[config.mk]
export PLATFORM = sky130hd
export DESIGN_NAME = bcd_counter_scan7seg
export DESIGN_NICKNAME = d
export VERILOG_FILES = /design/src/rtl/bcd7seg_pkg.sv /design/src/rtl/bcd_counter_scan7seg_decade.sv /design/src/rtl/bcd_counter_scan7seg.sv
export SDC_FILE = /design/constraint.sdc
export NUM_CORES = 1
export LEC_CHECK = 0
export CORE_ASPECT_RATIO = 0.6
export CORE_MARGIN = 1
export CORE_UTILIZATION = 47
export CTS_BUF_LIST = sky130_fd_sc_hd__clkbuf_8 sky130_fd_sc_hd__clkbuf_16
export DETAILED_ROUTE_END_ITERATION = 7
export PLACE_DENSITY = 0.82
export SYNTH_ARGS = -nofsm -noshare
export SYNTH_HDL_FRONTEND = slang
export SYNTH_SLANG_ARGS = --single-unit
[constraint.sdc]
create_clock -name CP -period 2 [get_ports CP]
set_clock_uncertainty 0.15 [all_clocks]
set_input_delay 0.5 -clock CP [delete_from_list [all_inputs] [get_ports CP]]
set_output_delay 0.5 -clock CP [all_outputs]
set_load 0.05 [all_outputs]
[src/rtl/bcd7seg_pkg.sv]
// Shared segment encodings, BCD decode and scan-divider sizing for the
// multi-decade BCD counter with a multiplexed 7-segment display.
package bcd7seg_pkg;

  localparam logic [7:0] SEG_0   = 8'h3F;
  localparam logic [7:0] SEG_1   = 8'h06;
  localparam logic [7:0] SEG_2   = 8'h5B;
  localparam logic [7:0] SEG_3   = 8'h4F;
  localparam logic [7:0] SEG_4   = 8'h66;
  localparam logic [7:0] SEG_5   = 8'h6D;
  localparam logic [7:0] SEG_6   = 8'h7D;
  localparam logic [7:0] SEG_7   = 8'h07;
  localparam logic [7:0] SEG_8   = 8'h7F;
  localparam logic [7:0] SEG_9   = 8'h6F;
  localparam logic [7:0] SEG_ALL = 8'hFF;
  localparam logic [7:0] SEG_OFF = 8'h00;

  localparam int unsigned SCAN_DIV_DEFAULT = 1000;
  localparam int unsigned SCAN_DIV_W       = $clog2(SCAN_DIV_DEFAULT);

  // A divide-by-1 still needs a 1-bit register to hold the constant 0.
  function automatic int unsigned div_width(input int unsigned n);
    return (n > 1) ? $clog2(n) : 1;
  endfunction

  function automatic logic [7:0] bcd_to_seg(input logic [3:0] nibble);
    case (nibble)
      4'd0:    return SEG_0;
      4'd1:    return SEG_1;
      4'd2:    return SEG_2;
      4'd3:    return SEG_3;
      4'd4:    return SEG_4;
      4'd5:    return SEG_5;
      4'd6:    return SEG_6;
      4'd7:    return SEG_7;
      4'd8:    return SEG_8;
      4'd9:    return SEG_9;
      default: return SEG_OFF;
    endcase
  endfunction

endpackage

[src/rtl/bcd_counter_scan7seg_decade.sv]
// One BCD decade: synchronous load (invalid values load as 0), up/down count
// gated by enable and the chained carry/borrow from lower decades.
module bcd_decade
  import bcd7seg_pkg::*;
(
  input  logic       clk,
  input  logic       rst_n,
  input  logic       load,
  input  logic [3:0] load_val,
  input  logic       en,
  input  logic       up,
  input  logic       chain_in,
  output logic       chain_out,
  output logic [3:0] digit
);

  // chain_out is cumulative: all decades up to and including this one are terminal.
  assign chain_out = chain_in & (up ? (digit == 4'd9) : (digit == 4'd0));

  always_ff @(posedge clk or negedge rst_n) begin
    if (!rst_n) begin
      digit <= '0;
    end else if (load) begin
      digit <= (load_val > 4'd9) ? 4'd0 : load_val;
    end else if (en && chain_in) begin
      if (up) digit <= (digit == 4'd9) ? 4'd0 : digit + 4'd1;
      else    digit <= (digit == 4'd0) ? 4'd9 : digit - 4'd1;
    end
  end

endmodule

[src/rtl/bcd_counter_scan7seg.sv]
// DIGITS-decade BCD up/down counter with parallel load and terminal count,
// shown on a time-multiplexed 7-segment bus with lamp test and blanking.
module bcd_counter_scan7seg
  import bcd7seg_pkg::*;
#(
  parameter int unsigned DIGITS   = 4,
  parameter int unsigned SCAN_DIV = 1000
) (
  input  logic                  CP,
  input  logic                  MRN,
  input  logic [4*DIGITS-1:0]   Dn,
  input  logic                  PE_N,
  input  logic                  CEP,
  input  logic                  CET,
  input  logic                  UP,
  input  logic                  LT_N,
  input  logic                  BI_N,
  input  logic                  LZB,
  output logic [4*DIGITS-1:0]   Q,
  output logic                  TC,
  output logic [7:0]            Seg,
  output logic [DIGITS-1:0]     Dig
);

  localparam int unsigned DIV_W = div_width(SCAN_DIV);
  localparam int unsigned IDX_W = (DIGITS > 1) ? $clog2(DIGITS) : 1;

  logic [DIGITS:0]   chain;
  logic [DIGITS-1:0] digit_zero;
  logic [DIGITS-1:0] zero_from;
  logic [DIV_W-1:0]  div;
  logic [IDX_W-1:0]  scan_idx;
  logic [3:0]        cur_digit;
  logic [7:0]        seg_nxt;
  logic [DIGITS-1:0] dig_nxt;
  logic              blanked;

  assign chain[0] = 1'b1;

  for (genvar k = 0; k < DIGITS; k++) begin : g_decade
    bcd_decade u_decade (
      .clk       (CP),
      .rst_n     (MRN),
      .load      (!PE_N),
      .load_val  (Dn[4*k +: 4]),
      .en        (CEP & CET),
      .up        (UP),
      .chain_in  (chain[k]),
      .chain_out (chain[k+1]),
      .digit     (Q[4*k +: 4])
    );
    assign digit_zero[k] = (Q[4*k +: 4] == 4'd0);
  end

  assign TC = CET & chain[DIGITS];

  // zero_from[k]: decades k..DIGITS-1 are all zero.
  always_comb begin
    zero_from = '0;
    zero_from[DIGITS-1] = digit_zero[DIGITS-1];
    for (int unsigned i = 1; i < DIGITS; i++) begin
      zero_from[DIGITS-1-i] = digit_zero[DIGITS-1-i] & zero_from[DIGITS-i];
    end
  end

  always_comb begin
    cur_digit = Q[4*scan_idx +: 4];
    blanked   = LZB && (scan_idx != '0) && zero_from[scan_idx];
    dig_nxt   = '0;
    dig_nxt[scan_idx] = 1'b1;
    if (!LT_N)        seg_nxt = SEG_ALL;
    else if (!BI_N)   seg_nxt = SEG_OFF;
    else if (blanked) seg_nxt = SEG_OFF;
    else              seg_nxt = bcd_to_seg(cur_digit);
  end

  always_ff @(posedge CP or negedge MRN) begin
    if (!MRN) begin
      div      <= '0;
      scan_idx <= '0;
      Seg      <= '0;
      Dig      <= '0;
    end else begin
      Seg <= seg_nxt;
      Dig <= dig_nxt;
      if (div == DIV_W'(SCAN_DIV - 1)) begin
        div      <= '0;
        scan_idx <= (scan_idx == IDX_W'(DIGITS - 1)) ? '0 : scan_idx + 1'b1;
      end else begin
        div <= div + 1'b1;
      end
    end
  end

endmodule
==> qor.csv <==
stage,metric,value,unit
clock_tree,cts-buffers-inserted,5,
critical_path,max_stage_delay,0.45,ns
cells_and_area,fill_cells,434,
critical_path,crit_buf_inv,1,
floorplanning,die_w,101,um
clock_tree,clk_latency,0.29,ns
power_and_ir_drop,internal_power,1.73,mW
yosys,synth_fp_nets,356,
sta,hold_viol,0,
global_route,track_usage,0.263,
clock_tree,path_clk_slew,0.08,ns
floorplanning,pin_count,54,
clock_tree,cts-htree-levels,2,
placement,dp.cells,478,
floorplanning,start_util,0.490,
sta,maxSlewHeadroom,0.660,
yosys,synth-seq-cells,40,
critical_path,crit_family,simple AND/OR/NAND/NOR gates,
cells_and_area,diodes,0,
global_route,grt.overflow.total,0,
sta,worst_slew_pin_slew,0.509,ns
floorplanning,num_rows,21,
drt,antenna_left,0,
global_route,grt_pass1_vias,2589,
placement,portBuffers,53,
yosys,yosysSeqAreaShare,0.363,
global_route,antenna_found_initial,0,
cells_and_area,final_area,4030,um^2
cells_and_area,final_nets,447,
sta,final.min_clock_period,2.29,ns
yosys,synth.avg_cell_area,8.58,um^2
power_and_ir_drop,power_density,661,nW/um^2
global_route,grt_first_pass_wirelength,12300,um
cells_and_area,area_growth,46.4,%
run,drv_cap,0,
run_status,status,finished with violations,
yosys,synth_ff_type,dfrtp_1,
power_and_ir_drop,power_switching,934,uW
clock_tree,root_buffer,clkbuf_8,
yosys,synth_cells,321,
sta,report.final.slew_viol_count,0,
power_and_ir_drop,leakagePower,1.72,nW
power_and_ir_drop,p_seq_frac,0.344,
sta,fin_crit_sh,1.14,
worst_hold_path,hold_class,input pin to async pin,
placement,hpwl,5730,um
critical_path,worstPathArrival,1.64,ns
global_route,grt_max_degree,41,
drt,drc_errors,0,
power_and_ir_drop,combPwrFrac,0.412,
cells_and_area,post-route-util,0.717,
placement,place_congestion,0.852,
critical_path,setup.worst_path.start_class,flop,
sta,setup_tns,-0.376,ns
critical_path,critPathSlowestCell,dfrtp_2,
clock_tree,clock-sinks,40,
run_status,violations,negative setup slack,
drt,first_iter_violations,106,
yosys,synth_edf_count,0,
critical_path,crit_chain,nor3_2 > o21ai_1 > nor3_2 > and3_4 > buf_12,
drt,vias,2783,
sta,fin_ws,-0.288,ns
drt,vias_per_cell,5.65,
power_and_ir_drop,peakVddDrop,355,uV
cells_and_area,drive_above_1_share,0.327,
yosys,async_flop_share,1.00,
critical_path,required,1.35,ns
clock_tree,cts_tree,done,
drt,wl,7750,um
power_and_ir_drop,switching_share,0.351,
placement,place_area,3810,um^2
sta,rsz0062_at_grt,yes,
clock_tree,clockBufferDepth,2,
critical_path,crit_type,flop to primary output,
sta,setup-violations-final,2,
cells_and_area,finalNonFillerCells,493,
drt,wl_per_cell,15.7,um
drt,firstDrtPassIters,4,
critical_path,crit_top_cell,nor3_2,
critical_path,crit_fanout,3,
floorplanning,core,5620,um^2
yosys,synth.distinct_cells,66,
critical_path,end_kind,primary output,
power_and_ir_drop,clkPwrFrac,0.244,
yosys,yosys_warnings,0,
sta,clock.fmax,437,MHz
placement,post-place-ws,-0.762,ns
floorplanning,die_h,61.3,um
floorplanning,die_area,6180,um^2
yosys,syn_area,2760,um^2
==> power by group through the flow <==
stage | clock network, mW | registers (mW) | logic [mW]
final | 0.650 | 0.918 | 1.10
after global routing | 0.693 | 0.925 | 1.17
after CTS | 0.661 | 0.916 | 1.07
after detailed placement | 0 | 0.931 | 1.04
after global placement | 0 | 0.928 | 1.01
after floorplan | 0 | 1.11 | 0.412
==> path summary, 6_finish.rpt <==
check                                                            end  slack [ns]                                      start  depth (start not counted)
hold / removal                                      Seg[7]$_DFF_PN0_        0.11                                        MRN                          2
setup reg to reg                                    Seg[3]$_DFF_PN0_       -0.09  g_decade[1].u_decade.digit[0]$_DFFE_PN0P_                          7
hold reg to reg                                     div[0]$_DFF_PN0_        0.32                           div[0]$_DFF_PN0_                          1
setup / recovery                                                  TC       -0.29  g_decade[0].u_decade.digit[0]$_DFFE_PN0P_                          5
max in group asynchronous  g_decade[2].u_decade.digit[1]$_DFFE_PN0P_        1.21                                        MRN                          2
min in group CP                                     div[0]$_DFF_PN0_        0.32                           div[0]$_DFF_PN0_                          1
==> cell usage after synthesis, types with 2 or more instances <==
cell       count  area (um^2)
ha_1          10          125
o21ai_1       11         55.1
nand3b_1       3         22.5
o211ai_1       6         45.0
nor4_1         3         18.8
o21ai_0       16         80.1
and2_1         3         18.8
nor4b_1        2         17.5
xnor2_1        7         61.3
a22o_1         2         17.5
o22ai_1        6         37.5
o21a_1         4         30.0
a21o_1         2         15.0
nand3_1       13         65.1
mux2i_1        4         40.0
a21oi_1       17         85.1
or3_1          3         18.8
a31oi_1        5         31.3
nor3_1        13         65.1
dfrtp_1       40         1000
and3_1         8         50.1
mux4_1         2         52.6
nand4_1        2         12.5
buf_2         10         50.1
nor2b_1        2         12.5
o2111ai_1      2         17.5
a211oi_1       3         22.5
or2_1          2         12.5
inv_1         20         75.1
mux4_2         2         45.0
nor2_1        24         90.1
clkbuf_1      13         48.8
xor2_1         6         52.6
nand2_1       23         86.3
==> worst reg2reg max path, delay by kind of cell, from the launching register on <==
kind            cells  cell delay, ns
mux                 1            0.48
flops               1            0.45
buf+inv             2            0.26
simple gates        1            0.23
fa+ha+maj           1            0.20
compound gates      2            0.19
==> per-stage QoR <==
stage | hold slack [ns] | power, mW
detailed placement | 0.310 | 1.97
global placement | 0.293 | 1.94
CTS | 0.124 | 2.65
floorplan | 0.0544 | 1.52
finish | 0.111 | 2.66
global route | 0.157 | 2.79
==> placed cells by master, fill, tap and decap left out, drive strengths merged, types with 5 or more instances in the layout <==
master,synthesis,layout
a21oi,17,17
a31oi,5,5
and3,8,8
buf,12,87
clkbuf,13,5
clkdlybuf4s50,0,21
dfrtp,40,40
ha,10,10
inv,20,21
nand2,23,23
nand3,14,14
nor2,24,24
nor3,14,14
o211ai,6,6
o21ai,28,28
o22ai,6,6
xnor2,7,7
xor2,6,6
==> flip-flops by register name (all words and copies together) (netlist names) <==
| register | flops |
|---|---|
| div | 10 |
| g_decade.u_decade.digit | 16 |
| Seg | 8 |
| scan_idx | 2 |
| Dig | 4 |
==> cell families after synthesis <==
kind of cell               after synthesis  synth area share
xor gates and xnor gates                13            0.0413
AOI/OAI and AO/OA                       90             0.212
DFF                                     40             0.363
and+or+nand+nor                        113             0.214
buffers and inverters                   46            0.0699
muxes                                    9            0.0540
adders and majority gates               10            0.0454
==> per-layer routing <==
| layer | global-route usage | wire, um |
|---|---|---|
| met5 | 0 | 0 |
| met4 | 0.0435 | 55 |
| met3 | 0.0443 | 635 |
| met2 | 0.452 | 3630 |
| met1 | 0.362 | 3440 |
==> timing repair <==
| item | 4_1_cts | 5_1_grt |
|---|---|---|
| resized for setup | 12 | 12 |
| hold buffers | 0 | 0 |
| pin swaps | 7 | 3 |
| endpoints found under the setup margin | 20 | 23 |
| setup buffers | 5 | 2 |
==> area by class of cell <==
class	instances	area, um^2	area share
timing repair buffer	109	1090	0.270
clock inverter	3	38.8	0.00962
sequential	40	1020	0.252
tap	80	100	0.0248
multi-input combinational	235	1640	0.407
inverter	21	78.8	0.0195
clock buffer	5	68.8	0.0171
(Power assumes the default switching activity.)
